### config.mk
export PLATFORM = sky130hd
export DESIGN_NAME = conv_inst_sequencer
export DESIGN_NICKNAME = d
export VERILOG_FILES = /design/src/rtl/conv_inst_sequencer.sv
export SDC_FILE = /design/constraint.sdc
export NUM_CORES = 1
export LEC_CHECK = 0
export BUFFER_PORTS_ARGS = -buffer_cell sky130_fd_sc_hd__buf_2
export CAP_MARGIN = 20
export CORE_MARGIN = 4
export CORE_UTILIZATION = 35
export CTS_CLUSTER_SIZE = 30
export DETAILED_ROUTE_END_ITERATION = 7
export PLACE_DENSITY = 0.6
export SETUP_SLACK_MARGIN = 0.05
export SLEW_MARGIN = 20
export SYNTH_ARGS = -nofsm -noshare
export SYNTH_HDL_FRONTEND = slang
export SYNTH_SLANG_ARGS = --single-unit
### constraint.sdc
create_clock -name clk -period 6.6 [get_ports clk]
set_clock_uncertainty 0.2 [all_clocks]
set_input_delay 0.66 -clock clk [delete_from_list [all_inputs] [get_ports clk]]
set_output_delay 0.66 -clock clk [all_outputs]
set_load 0.01 [all_outputs]
### src/rtl/conv_inst_sequencer.sv
`default_nettype none
// +--------------------------------------------------------------------------+
// | conv_inst_sequencer: kij-wise core instruction and array-reset sequencer |
// | with computed-address psum accumulation.                    Rev 1.0      |
// +--------------------------------------------------------------------------+
module conv_inst_sequencer #(
  parameter int          COL     = 8,
  parameter int          IN_W    = 4,
  parameter int          K_W     = 3,
  parameter int          RST_CYC = 2,
  parameter int          GAP     = 10,
  parameter logic [10:0] WBASE   = 11'h400,
  parameter logic [10:0] ABASE   = 11'h000,
  parameter logic [10:0] PBASE   = 11'h000,
  localparam int         OUT_W    = IN_W - K_W + 1,
  localparam int         LEN_ONIJ = OUT_W * OUT_W,
  localparam int         OIDX_W   = (LEN_ONIJ > 1) ? $clog2(LEN_ONIJ) : 1
) (
  input  logic              clk,
  input  logic              reset,
  input  logic              start,
  input  logic              ofifo_valid,
  output logic              busy,
  output logic              done,
  output logic              out_valid,
  output logic [OIDX_W-1:0] out_idx,
  output logic              core_rst,
  output logic [33:0]       inst
);

  localparam int          LEN_NIJ   = IN_W * IN_W;
  localparam int          LEN_KIJ   = K_W * K_W;
  localparam int          CW        = 16;
  localparam int          KW        = (LEN_KIJ > 1) ? $clog2(LEN_KIJ) : 1;
  localparam logic [33:0] INST_IDLE = 34'h1_800C_0000;

  if (LEN_KIJ * LEN_NIJ + int'(PBASE) > 2048) begin : g_addr_range_check
    $error("conv_inst_sequencer: psum region does not fit in PMEM");
  end

  typedef enum logic [3:0] {
    S_IDLE, S_K_RST, S_W_L0, S_W_LD, S_GAPS, S_A_L0,
    S_EXEC, S_P_WR, S_O_RST, S_ACC, S_DONE
  } state_t;

  state_t              state_q, state_d;
  logic [CW-1:0]       t_q, t_d, lim;
  logic [KW-1:0]       kij_q, kij_d;
  logic [OIDX_W-1:0]   o_q, o_d, out_idx_q, out_idx_d;
  logic [CW-1:0]       orow_q, orow_d, ocol_q, ocol_d, ki_q, ki_d, kj_q, kj_d;
  logic [10:0]         wptr_q, wptr_d;
  logic [33:0]         inst_q, inst_d;
  logic                busy_q, busy_d, done_q, done_d, out_valid_q, out_valid_d;
  logic                core_rst_q, core_rst_d, wr_fire, t_last;

  always_comb begin
    lim = CW'(1);
    case (state_q)
      S_K_RST, S_O_RST: lim = CW'(RST_CYC);
      S_W_L0, S_W_LD:   lim = CW'(COL);
      S_GAPS:           lim = CW'(GAP);
      S_A_L0, S_EXEC:   lim = CW'(LEN_NIJ);
      default:          lim = CW'(1);
    endcase
    t_last = (t_q == lim - CW'(1));
  end

  always_comb begin
    state_d     = state_q;
    t_d         = t_q + CW'(1);
    kij_d       = kij_q;
    o_d         = o_q;
    orow_d      = orow_q;
    ocol_d      = ocol_q;
    ki_d        = ki_q;
    kj_d        = kj_q;
    wptr_d      = wptr_q;
    wr_fire     = 1'b0;
    out_valid_d = 1'b0;
    out_idx_d   = out_idx_q;
    case (state_q)
      S_IDLE: begin
        t_d = '0;
        if (start) begin
          state_d = S_K_RST;
          kij_d   = '0;
          wptr_d  = PBASE;
        end
      end
      S_K_RST: if (t_last) begin state_d = S_W_L0; t_d = '0; end
      S_W_L0:  if (t_last) begin state_d = S_W_LD; t_d = '0; end
      S_W_LD:  if (t_last) begin state_d = S_GAPS; t_d = '0; end
      S_GAPS:  if (t_last) begin state_d = S_A_L0; t_d = '0; end
      S_A_L0:  if (t_last) begin state_d = S_EXEC; t_d = '0; end
      S_EXEC:  if (t_last) begin state_d = S_P_WR; t_d = '0; end
      S_P_WR: begin
        // t counts completed writes; the cycle after the last write moves on
        t_d = t_q;
        if (t_q == CW'(LEN_NIJ)) begin
          t_d = '0;
          if (kij_q == KW'(LEN_KIJ - 1)) begin
            state_d = S_O_RST;
            o_d     = '0;
            orow_d  = '0;
            ocol_d  = '0;
          end else begin
            state_d = S_K_RST;
            kij_d   = kij_q + KW'(1);
          end
        end else if (ofifo_valid) begin
          wr_fire = 1'b1;
          t_d     = t_q + CW'(1);
          wptr_d  = wptr_q + 11'd1;
        end
      end
      S_O_RST: if (t_last) begin state_d = S_ACC; t_d = '0; ki_d = '0; kj_d = '0; end
      S_ACC: begin
        if (t_q == CW'(LEN_KIJ + 1)) begin
          out_valid_d = 1'b1;
          out_idx_d   = o_q;
          t_d         = '0;
          if (o_q == OIDX_W'(LEN_ONIJ - 1)) begin
            state_d = S_DONE;
          end else begin
            state_d = S_O_RST;
            o_d     = o_q + OIDX_W'(1);
            if (ocol_q == CW'(OUT_W - 1)) begin
              ocol_d = '0;
              orow_d = orow_q + CW'(1);
            end else begin
              ocol_d = ocol_q + CW'(1);
            end
          end
        end else if (kj_q == CW'(K_W - 1)) begin
          kj_d = '0;
          ki_d = ki_q + CW'(1);
        end else begin
          kj_d = kj_q + CW'(1);
        end
      end
      S_DONE:  begin state_d = S_IDLE; t_d = '0; end
      default: begin state_d = S_IDLE; t_d = '0; end
    endcase

    // Outputs are decoded from the upcoming state so the registered bus lines up with it
    inst_d     = INST_IDLE;
    core_rst_d = 1'b0;
    case (state_d)
      S_K_RST, S_O_RST: core_rst_d = 1'b1;
      S_W_L0: begin
        inst_d[19]   = 1'b0;
        inst_d[2]    = 1'b1;
        inst_d[17:7] = WBASE + 11'(kij_d) * 11'(COL) + 11'(t_d);
      end
      S_W_LD: begin
        inst_d[3] = 1'b1;
        inst_d[0] = 1'b1;
      end
      S_A_L0: begin
        inst_d[19]   = 1'b0;
        inst_d[2]    = 1'b1;
        inst_d[17:7] = ABASE + 11'(t_d);
      end
      S_EXEC: begin
        inst_d[3] = 1'b1;
        inst_d[1] = 1'b1;
      end
      S_ACC: begin
        if (t_d < CW'(LEN_KIJ)) begin
          inst_d[32]    = 1'b0;
          inst_d[30:20] = PBASE + 11'(t_d) * 11'(LEN_NIJ)
                        + 11'(orow_d + ki_d) * 11'(IN_W) + 11'(ocol_d + kj_d);
        end
        if ((t_d != '0) && (t_d <= CW'(LEN_KIJ))) inst_d[33] = 1'b1;
      end
      default: ;
    endcase
    if (wr_fire) begin
      inst_d[6]     = 1'b1;
      inst_d[32]    = 1'b0;
      inst_d[31]    = 1'b0;
      inst_d[30:20] = wptr_q;
    end
    busy_d = (state_d != S_IDLE) && (state_d != S_DONE);
    done_d = (state_d == S_DONE);
  end

  always_ff @(posedge clk) begin
    if (reset) begin
      state_q     <= S_IDLE;
      t_q         <= '0;
      kij_q       <= '0;
      o_q         <= '0;
      orow_q      <= '0;
      ocol_q      <= '0;
      ki_q        <= '0;
      kj_q        <= '0;
      wptr_q      <= PBASE;
      inst_q      <= INST_IDLE;
      busy_q      <= 1'b0;
      done_q      <= 1'b0;
      out_valid_q <= 1'b0;
      out_idx_q   <= '0;
      core_rst_q  <= 1'b0;
    end else begin
      state_q     <= state_d;
      t_q         <= t_d;
      kij_q       <= kij_d;
      o_q         <= o_d;
      orow_q      <= orow_d;
      ocol_q      <= ocol_d;
      ki_q        <= ki_d;
      kj_q        <= kj_d;
      wptr_q      <= wptr_d;
      inst_q      <= inst_d;
      busy_q      <= busy_d;
      done_q      <= done_d;
      out_valid_q <= out_valid_d;
      out_idx_q   <= out_idx_d;
      core_rst_q  <= core_rst_d;
    end
  end

  assign inst      = inst_q;
  assign busy      = busy_q;
  assign done      = done_q;
  assign out_valid = out_valid_q;
  assign out_idx   = out_idx_q;
  assign core_rst  = core_rst_q;

endmodule
`default_nettype wire

# Yosys cells after proc, flatten, opt, wreduce, memory -nomap -nowiden
# Cells that the tools add are included.
[word_totals]
register_bits = 141
latchBits = 0
ramBits = 0
mem_bits_ro = 0
input_bits = 4
output_inout_bits = 40
word_cells = 157
mem_count = 0
[classes]
add_sub_neg = 15
multipliers = 0
n_div = 0
n_lt_le_gt_ge = 2
eq_ne = 32
shifts = 0
muxes = 70
bitwise = 2
reduce_logical = 19
[op_table]
columns = ["cell", "n"]
rows = [
  ["2-to-1 mux 16 bit", 20],
  ["case mux 16 bit (2 select lines)", 4],
  ["adder 16 x 1 -> 16 bit (second input constant)", 5],
  ["2-to-1 mux 4 bit", 14],
  ["2-to-1 mux 11 bit", 5],
  ["case mux 16 bit (3 select lines)", 1],
  ["adder 11 bit", 4],
  ["case mux 11 bit (2 select lines)", 2],
  ["case mux 4 bit (10 select lines)", 1],
  ["== test 4 x 3 -> 1 bit (second input constant)", 6],
  ["== test 4 bit (second input constant)", 6],
  ["case mux 5 bit (4 select lines)", 1],
  ["== test 16 x 1 -> 1 bit (second input constant)", 1],
  ["== test 16 bit", 1],
  ["== test 16 x 2 -> 1 bit (second input constant)", 1],
  ["== test 16 x 4 -> 1 bit (second input constant)", 1],
  ["== test 16 x 5 -> 1 bit (second input constant)", 1],
  ["== test 4 x 2 -> 1 bit (second input constant)", 4],
  ["less-or-equal comparator 16 x 4 -> 1 bit (second input constant)", 1],
  ["less-than comparator 16 x 4 -> 1 bit (second input constant)", 1],
  ["nonzero test 16 bit", 1],
  ["OR reduction 2 bit", 8],
  ["subtractor 16 x 1 -> 16 bit (second input constant)", 1],
  ["2-to-1 mux 1 bit", 14],
  ["other kinds (22)", 36],
]

# Logic depth before layout (Yosys ltp)
# Gate-level depths: netlist of the first run.
[logic_depth]
depth_word = 13
ltp_mapped = 32
ltp_nobuf = 29

# Worst setup path before layout of the first run
# OpenSTA, ideal clock, no wires.
[synth_path]
path_type = "reg2reg"
from = "register state_q[0]"
to = "register inst_q[30], in the netlist inst[30]"
setup_ps = 117
arrival_ps = 5997
path_slack_ps = 286
path_stages_with_launch = 33
path_buffers = 3
cell_sequence = "dfxtp_1 -> buf_6 -> clkbuf_1 -> nor2_1 -> mux2i_1 -> or2_2 -> ha_1 -> xor2_1 -> and3_1 -> o22ai_1 -> nor3_2 -> o21ai_0 -> clkbuf_1 -> o21ai_0 -> o31ai_1 -> ha_1 -> fa_1 -> a21oi_1 -> nor2_1 -> o21ai_0 -> a21oi_1 -> nor2_1 -> xor2_1 -> fa_1 -> inv_1 -> ha_1 -> or3_1 -> o21ai_0 -> a21oi_1 -> xnor3_1 -> xnor2_1 -> xnor2_1 -> a22o_1"
[synth_via]
elab_chain_cells = 13
word_cells_on_any_way = 46
cone_classes = "add/sub: 5; order compare: 1; eq/ne: 11; mux: 24; reduce/logical: 5"
[synth_lines]
columns = ["item", "line", "rtl"]
rows = [
  ["start, declared", "46", "state_t state_q, state_d;"],
  ["start signal, assigned", "206", "state_q <= state_d;"],
  ["== test 4 x 3 -> 1 bit (tied with other cells)", "58", "case (state_q)"],
  ["OR reduction 2 bit", "58", ""],
  ["case mux 5 bit (4 select lines)", "58", ""],
  ["subtractor 16 x 1 -> 16 bit", "65", "t_last = (t_q == lim - CW'(1));"],
  ["== test 16 bit", "65", ""],
  ["2-to-1 mux 16 bit", "116", "S_O_RST: if (t_last) begin state_d = S_ACC; t_d = '0; ki_d = '0; kj_d = '0; end"],
  ["case mux 16 bit (2 select lines) (*)", "81", "case (state_q)"],
  ["net ki_d[0]", "50", "logic [CW-1:0] orow_q, orow_d, ocol_q, ocol_d, ki_q, ki_d, kj_q, kj_d;"],
  ["adder 9 bit (*)", "172", "+ 11'(orow_d + ki_d) * 11'(IN_W) + 11'(ocol_d + kj_d);"],
  ["adder 11 bit (*) (2 in a row)", "172", ""],
  ["2-to-1 mux 11 bit (*)", "169", "if (t_d < CW'(LEN_KIJ)) begin"],
  ["2-to-1 mux 11 bit (*)", "148", "case (state_d)"],
  ["2-to-1 mux 13 bit (*)", "178", "if (wr_fire) begin"],
  ["end signal, assigned", "215", "inst_q <= inst_d;"],
  ["end, declared", "52", "logic [33:0] inst_q, inst_d;"],
]
# The timed path passes the listed nets; every way through them passes the cells marked *.
# A chain may end at the register's enable or synchronous reset.

# Worst setup path after layout of the first run
[layout_path]
from = "register state_q[1]"
to = "register inst_q[30], in the netlist inst[30]"
# Same word-level chain as after synthesis.

==> flow_metrics.env, run 1 <==
export IMPL_drc=0
export IMPL_fp_row_count=55
export IMPL_dp_hpwl_mm=16.9
export IMPL_synth_area_leader_cell="dfxtp_1"
export IMPL_cts_made_buffers=17
export IMPL_yosys_area_share_simple=0.267
export IMPL_antenna_found_initial=0
export IMPL_wirelength_mm=22.3
export IMPL_hp_class="reg -> reg"
export IMPL_yosysMostFrequentCell="dfxtp_1"
export IMPL_grt_first_pass_wirelength_mm=36.1
export IMPL_hold_violations=0
export IMPL_pwr_share_comb=0.262
export IMPL_setup_violations=0
export IMPL_dp_cells=1281
export IMPL_power_density_nw_per_um2=262
export IMPL_crit_path_max_fanout=11
export IMPL_wl_per_cell_um=17.0
export IMPL_cts_path_max_buffers=2
export IMPL_die_x_um=159
export IMPL_p_sw_mw=0.779
export IMPL_ys_seq_elements=124
export IMPL_dr_pass1_iters=5
export IMPL_portBuffers=40
export IMPL_synth_enable_flop_cells=0
export IMPL_postRouteAntennaNets=0
export IMPL_clockRootBuffer="clkbuf_16"
export IMPL_grt_pass1_vias=6770
export IMPL_stdcell_count=1315
export IMPL_final_max_slew_viol_count=0
export IMPL_grtUsageTotal=0.174
export IMPL_synthMuxAreaShare=0.0106
export IMPL_finalCritPeriodShare=0.932
export IMPL_fmax_mhz=163
export IMPL_outcome="finished clean"
export IMPL_clock_power_share=0.405
export IMPL_cts_tree="yes"
export IMPL_r2r_setup_slack_ns=0.45
export IMPL_vias=7171
export IMPL_drtIter0Drc=560
export IMPL_synthTopCellsByCount="dfxtp_1 (124), nor2_1 (119), nand2_1 (72), o21ai_0 (58), a21oi_1 (53)"
export IMPL_async_flop_share=0
export IMPL_synth_xor_area_frac=0.0617
export IMPL_clock_sinks=124
export IMPL_fin_setup_tns_ns=0
export IMPL_endpoint_kind="flop"
export IMPL_maxSlewHeadroom=0.400
export IMPL_critPathKind="reg -> reg"
export IMPL_dieArea_um2=25400
export IMPL_num_fill_cells=2304
export IMPL_start_util=0.356
export IMPL_synth_top_family_by_area="simple AND/OR/NAND/NOR gates"
export IMPL_insertion_delay_ns=0.43
export IMPL_switching_share=0.325
export IMPL_seq_area_frac_synth=0.309
export IMPL_synth_compound_area_share=0.182
export IMPL_p_int_mw=1.62
export IMPL_drive_gt1_frac=0.150
export IMPL_cap_violations=0
export IMPL_rsz0062_at_grt="no"
export IMPL_layout_nets=1078
export IMPL_leakage_nw=3.76
export IMPL_synth_fa_ha_area_frac=0.103
export IMPL_vias_per_cell=5.45
export IMPL_syn_area_um2=8030
export IMPL_worstSetupStartpointType="flop"
export IMPL_ys_types=93
export IMPL_crit_arrival_ns=6.27
export IMPL_die_y_um=159
export IMPL_pwr_share_seq=0.332
export IMPL_synth_cells=971
export IMPL_yosys_area_top_type_share=0.309
export IMPL_netlist_top_cells_area="dfxtp_1 (31%), ha_1 (6.1%), nor2_1 (5.6%)"
export IMPL_ir_drop_mv=0.154
export IMPL_antenna_cells=0
export IMPL_ys_warn_count=0
export IMPL_routabilityCongestion=0.880
export IMPL_synth_flop_cell="dfxtp_1"
export IMPL_period_needed_ns=6.15
export IMPL_worst_pin_slew_ns=0.896
export IMPL_core_area_um2=22600
export IMPL_required_ns=6.72
export IMPL_io_pins=44
export IMPL_syn_to_final_growth_pct=14.3
export IMPL_syn_avg_cell_area_um2=8.27
export IMPL_grt_max_degree=62
export IMPL_grt_remaining_overflow=0
export IMPL_htreeDepth=4
export IMPL_clk_pin_slew_worst_paths_ns=0.06
cell usage in the layout (no fill, tap or decap), types with 5 or more instances in the layout:
master / synthesis / layout
o21ai_0: 58 / 56
nor2_1: 119 / 119
a21o_1: 7 / 7
nand3b_1: 5 / 5
ha_1: 39 / 39
and3_1: 15 / 15
a31oi_1: 14 / 14
dfxtp_1: 124 / 121
xor2_1: 30 / 30
o41ai_1: 5 / 5
clkbuf_16: 0 / 17
nor3_1: 21 / 21
xnor2_1: 24 / 24
a22o_1: 11 / 11
or3_1: 7 / 7
nor4_1: 14 / 14
fa_1: 17 / 16
and2_1: 12 / 12
nand4_1: 20 / 20
buf_2: 4 / 40
o22ai_1: 12 / 11
nand2_1: 72 / 72
nor2b_1: 44 / 44
o31ai_1: 8 / 8
buf_4: 8 / 35
inv_1: 50 / 50
nand2b_1: 9 / 9
nand3_1: 31 / 31
o21bai_1: 5 / 5
a21oi_1: 53 / 52
clkinv_4: 0 / 5
a22oi_1: 8 / 8
sequential cells by signal (all words and copies together), names as in the netlist:
register	cells
kij_q	4
done	1
out_idx	2
kj_q	16
wptr_q	11
busy	1
o_q	2
state_q	4
core_rst	1
ocol_q	16
orow_q	9
inst	31
ki_q	9
t_q	16
out_valid	1
cell type report:
cell class	count	area, µm²	share of cell area
clock buffers	19	443	0.0483
clock inverters	12	164	0.0179
well taps	285	357	0.0389
flip-flops and latches	124	2490	0.271
inverters	51	191	0.0209
repair buffers	75	463	0.0504
multi-input cells	749	5070	0.553
worst max-delay path: stages, from the launching register on:
cell       delay, ns
dfxtp_2         0.43
a21bo_2         0.26
a21oi_1         0.13
ha_1            0.23
nand3_1         0.12
a21oi_2         0.19
o2111ai_4       0.17
nor3_2          0.21
o21ai_0         0.09
buf_4           0.18
o21ai_0         0.17
o31ai_1         0.10
ha_1            0.22
fa_2            0.56
fa_1            0.41
ha_1            0.33
inv_1           0.07
fa_1            0.45
inv_1           0.08
a21oi_1         0.07
o21bai_1        0.23
a31oi_1         0.13
a21oi_1         0.18
xnor3_1         0.34
xnor2_1         0.14
xnor2_1         0.14
a22o_1          0.20
layer usage:
| metal | GRT usage | vias to the layer above | share of wire |
|---|---|---|---|
| li1 | - | 3509 | - |
| met5 | 0 | - | 0 |
| met3 | 0.0378 | 24 | 0.051 |
| met1 | 0.230 | 3420 | 0.45 |
| met4 | 0.0509 | 0 | 0.015 |
| met2 | 0.288 | 218 | 0.48 |
stage by stage:
stage | hold slack (ns) | power [mW] | cell area, µm² | util | setup slack, ns
2_1_floorplan | 0.249 | 1.27 | 8030 | - | 0.286
3_3_place_gp | 0.246 | 1.41 | 8500 | 0.377 | 0.384
3_5_place_dp | 0.245 | 1.41 | 8500 | 0.377 | 0.298
4_1_cts | 0.253 | 2.39 | 9110 | 0.403 | 0.277
5_1_grt | 0.300 | 2.52 | 9180 | 0.407 | 0.0459
6_report | 0.250 | 2.40 | 9180 | 0.407 | 0.451
cells by family (layout without fill, tap and decap cells):
kind of cell,after synthesis,count (layout)
AND/OR/NAND/NOR,406,406
AO/OA/AOI/OAI,221,221
flip-flops,124,124
buffers and inverters,99,157
adder cells (fa/ha/maj),56,56
XOR/XNOR,55,55
multiplexers,8,8
other,2,3
what timing repair did:
item                                    4_1_cts  5_1_grt
setup buffers                                 0        3
gates resized for setup                       0       14
endpoints found under the setup margin        0        1
hold buffers                                  0        0
power by group through the flow:
stage / sequential [mW] / clock (mW) / combinational (mW)
after global routing: 0.801 / 1.03 / 0.690
final: 0.798 / 0.973 / 0.629
after floorplan: 0.808 / 0 / 0.458
after detailed placement: 0.812 / 0 / 0.602
after CTS: 0.796 / 0.989 / 0.606
after global placement: 0.811 / 0 / 0.603
worst paths after layout:
path,from,endpoint,depth (start not counted)
setup / recovery,state_q[1]$_SDFF_PP0_,inst[30]$_SDFF_PP0_,26
hold / removal,out_idx[0]$_SDFFE_PP0P_,out_idx[0]$_SDFFE_PP0P_,2
setup reg to reg,state_q[1]$_SDFF_PP0_,inst[30]$_SDFF_PP0_,26
hold reg to reg,out_idx[0]$_SDFFE_PP0P_,out_idx[0]$_SDFFE_PP0P_,2
Power figures use the tool's default switching activity.
==> run 2, diff against run 1 <==
--- a/config.mk
+++ b/config.mk
@@ -7,7 +7,7 @@
 export LEC_CHECK = 0
 export BUFFER_PORTS_ARGS = -buffer_cell sky130_fd_sc_hd__buf_2
 export CAP_MARGIN = 20
-export CORE_MARGIN = 4
+export CORE_MARGIN = 2
 export CORE_UTILIZATION = 35
 export CTS_CLUSTER_SIZE = 30
 export DETAILED_ROUTE_END_ITERATION = 7
==> flow_metrics.env, run 2 (same netlist as run 1, synthesis figures left out) <==
export IMPL_die_x_um=155
export IMPL_hp_class="reg -> reg"
export IMPL_pwr_share_seq=0.343
export IMPL_switching_share=0.335
export IMPL_cts_path_max_buffers=2
export IMPL_drive_gt1_frac=0.148
export IMPL_most_common_layout_cells="dfxtp_1 (121), nor2_1 (119), nand2_1 (72)"
export IMPL_clockRootBuffer="clkbuf_16"
export IMPL_drtIter0Drc=407
export IMPL_r2r_start="state_q[3]$_SDFF_PP0_"
export IMPL_routabilityCongestion=0.926
export IMPL_outcome="finished clean"
export IMPL_fp_row_count=55
export IMPL_worst_path_stages=23
export IMPL_worstSetupStartpointType="flop"
export IMPL_r2r_setup_slack_ns=0.44
export IMPL_dp_hpwl_mm=16.7
export IMPL_wirelength_mm=22.1
export IMPL_num_fill_cells=2291
export IMPL_pwr_share_comb=0.270
export IMPL_crit_arrival_ns=6.28
export IMPL_period_needed_ns=6.16
export IMPL_required_ns=6.72
export IMPL_power_density_nw_per_um2=255
export IMPL_clock_power_share=0.387
export IMPL_fmax_mhz=162
export IMPL_wl_per_cell_um=16.8
export IMPL_syn_to_final_growth_pct=13.7
export IMPL_finalCritPeriodShare=0.934
export IMPL_io_pins=44
export IMPL_timing_rr_end="inst[30]$_SDFF_PP0_"
export IMPL_p_int_mw=1.54
export IMPL_drc=0
export IMPL_postRouteAntennaNets=0
export IMPL_final_common_cell="dfxtp_1"
export IMPL_die_y_um=155
export IMPL_core_area_um2=22600
export IMPL_cp_slowest_cell="dfxtp_1"
export IMPL_setup_violations=0
export IMPL_critPathKind="reg -> reg"
export IMPL_grt_remaining_overflow=0
export IMPL_worstRegToRegCells=23
export IMPL_maxSlewHeadroom=0.402
export IMPL_cts_tree="yes"
export IMPL_finish_utilization=0.404
export IMPL_layout_nets=1079
export IMPL_ir_drop_mv=0.158
export IMPL_dr_pass1_iters=5
export IMPL_antenna_found_initial=0
export IMPL_whs_ns=0.254
export IMPL_crit_family="adder cells"
export IMPL_crit_buf_inv=5
export IMPL_dieArea_um2=24200
export IMPL_grt_max_degree=65
export IMPL_grt_first_pass_wirelength_mm=36.0
export IMPL_cp_cell_sequence="or2_2 -> ha_1 -> xor2_1 -> and3_1 -> o22ai_1 -> buf_4 -> o31ai_4 -> nand2_1 -> a22oi_1 -> inv_1 -> fa_1 -> inv_1 -> fa_1 -> inv_1 -> ha_1 -> inv_1 -> o21bai_1 -> a31oi_1 -> a21oi_1 -> xnor3_1 -> xnor2_1 -> xnor2_1 -> a22o_1"
export IMPL_hold_violations=0
export IMPL_total_power_mw=2.32
export IMPL_whs_path_depth=2
export IMPL_htreeDepth=4
export IMPL_min_to="out_idx[0]$_SDFFE_PP0P_"
export IMPL_grtUsageTotal=0.189
export IMPL_ctsHoldBuffers=0
export IMPL_rsz0062_at_grt="no"
export IMPL_cap_violations=0
export IMPL_cpPeakStageDelay_ns=0.67
export IMPL_p_sw_mw=0.779
export IMPL_clk_pin_slew_worst_paths_ns=0.06
export IMPL_vias_per_cell=5.41
export IMPL_crit_path_max_fanout=17
export IMPL_endpoint_kind="flop"
export IMPL_cp_common_cell="inv_1"
export IMPL_min_from="out_idx[0]$_SDFFE_PP0P_"
export IMPL_worst_pin_slew_ns=0.893
export IMPL_portBuffers=40
export IMPL_cts_made_buffers=17
export IMPL_clock_sinks=124
export IMPL_start_util=0.356
export IMPL_largest_register_ffs=31
export IMPL_fin_setup_tns_ns=0
export IMPL_grt_pass1_vias=6887
export IMPL_antenna_cells=0
export IMPL_vias=7128
export IMPL_leakage_nw=3.73
export IMPL_insertion_delay_ns=0.43
export IMPL_final_max_slew_viol_count=0
==> run 2: cell types whose count changed in the layout (fill, tap and decap cells not counted), sizes merged <==
| cell | change |
|---|---|
| inv | +1 |
| clkinv | -3 |
| buf | +1 |
| clkbuf | +1 |
| bufinv | -2 |
| clkinvlp | +4 |
==> run 2: per-stage QoR <==
stage	std cells	setup slack [ns]	cell area [µm²]
final	1317	0.438	9130
after global routing	1317	0.0917	9130
after CTS	1317	0.216	9090
after detailed placement	1285	0.260	8530
after global placement	1285	0.407	8530
after floorplan	972	0.286	8030
==> run 2: power groups by stage <==
stage / combinational [mW] / sequential, mW / clock, mW
after floorplan: 0.458 / 0.808 / 0
after global placement: 0.611 / 0.811 / 0
after detailed placement: 0.608 / 0.812 / 0
after CTS: 0.614 / 0.796 / 0.916
after global routing: 0.693 / 0.802 / 0.946
final: 0.627 / 0.798 / 0.899
==> run 2: repair_timing <==
action,CTS,global route
setup buffers,0,0
gates resized for setup,0,10
endpoints found under the setup margin,0,1
==> run 2: routing by layer <==
layer	global-route usage	vias to the layer above	wire, µm
met5	0	-	0
met4	0.0664	0	469
met2	0.318	175	10600
li1	-	3520	-
met3	0.0418	40	1120
met1	0.240	3393	9990
==> run 2: final cells by class <==
cell class | instances | area, µm² | area share
flip-flops and latches | 124 | 2490 | 0.272
well taps | 285 | 357 | 0.0391
repair buffers | 76 | 470 | 0.0515
multi-input cells | 749 | 5060 | 0.555
clock buffers | 20 | 447 | 0.0489
clock inverters | 12 | 113 | 0.0123
inverters | 51 | 191 | 0.0210
==> run 2: worst max-delay path by stage <==
| stage | start | to | slack [ns] |
|---|---|---|---|
| after global routing | state_q[1]$_SDFF_PP0_ | inst[30]$_SDFF_PP0_ | 0.09 |
| after detailed placement | state_q[1]$_SDFF_PP0_ | inst[30]$_SDFF_PP0_ | 0.26 |
| after global placement | state_q[1]$_SDFF_PP0_ | inst[30]$_SDFF_PP0_ | 0.41 |
| final | state_q[3]$_SDFF_PP0_ | inst[30]$_SDFF_PP0_ | 0.44 |
| after CTS | state_q[1]$_SDFF_PP0_ | inst[30]$_SDFF_PP0_ | 0.22 |
| after floorplan | state_q[0]$_SDFF_PP0_ | inst[30]$_SDFF_PP0_ | 0.29 |
==> run 2: worst reg2reg max path: cells and delay by family (launching register included) <==
kind / cells / cell delay [ns]
flops: 1 / 0.67
fa+ha+maj: 4 / 1.62
xor+xnor: 4 / 0.83
buf+inv: 5 / 0.50
simple gates: 3 / 0.62
compound gates: 7 / 1.62
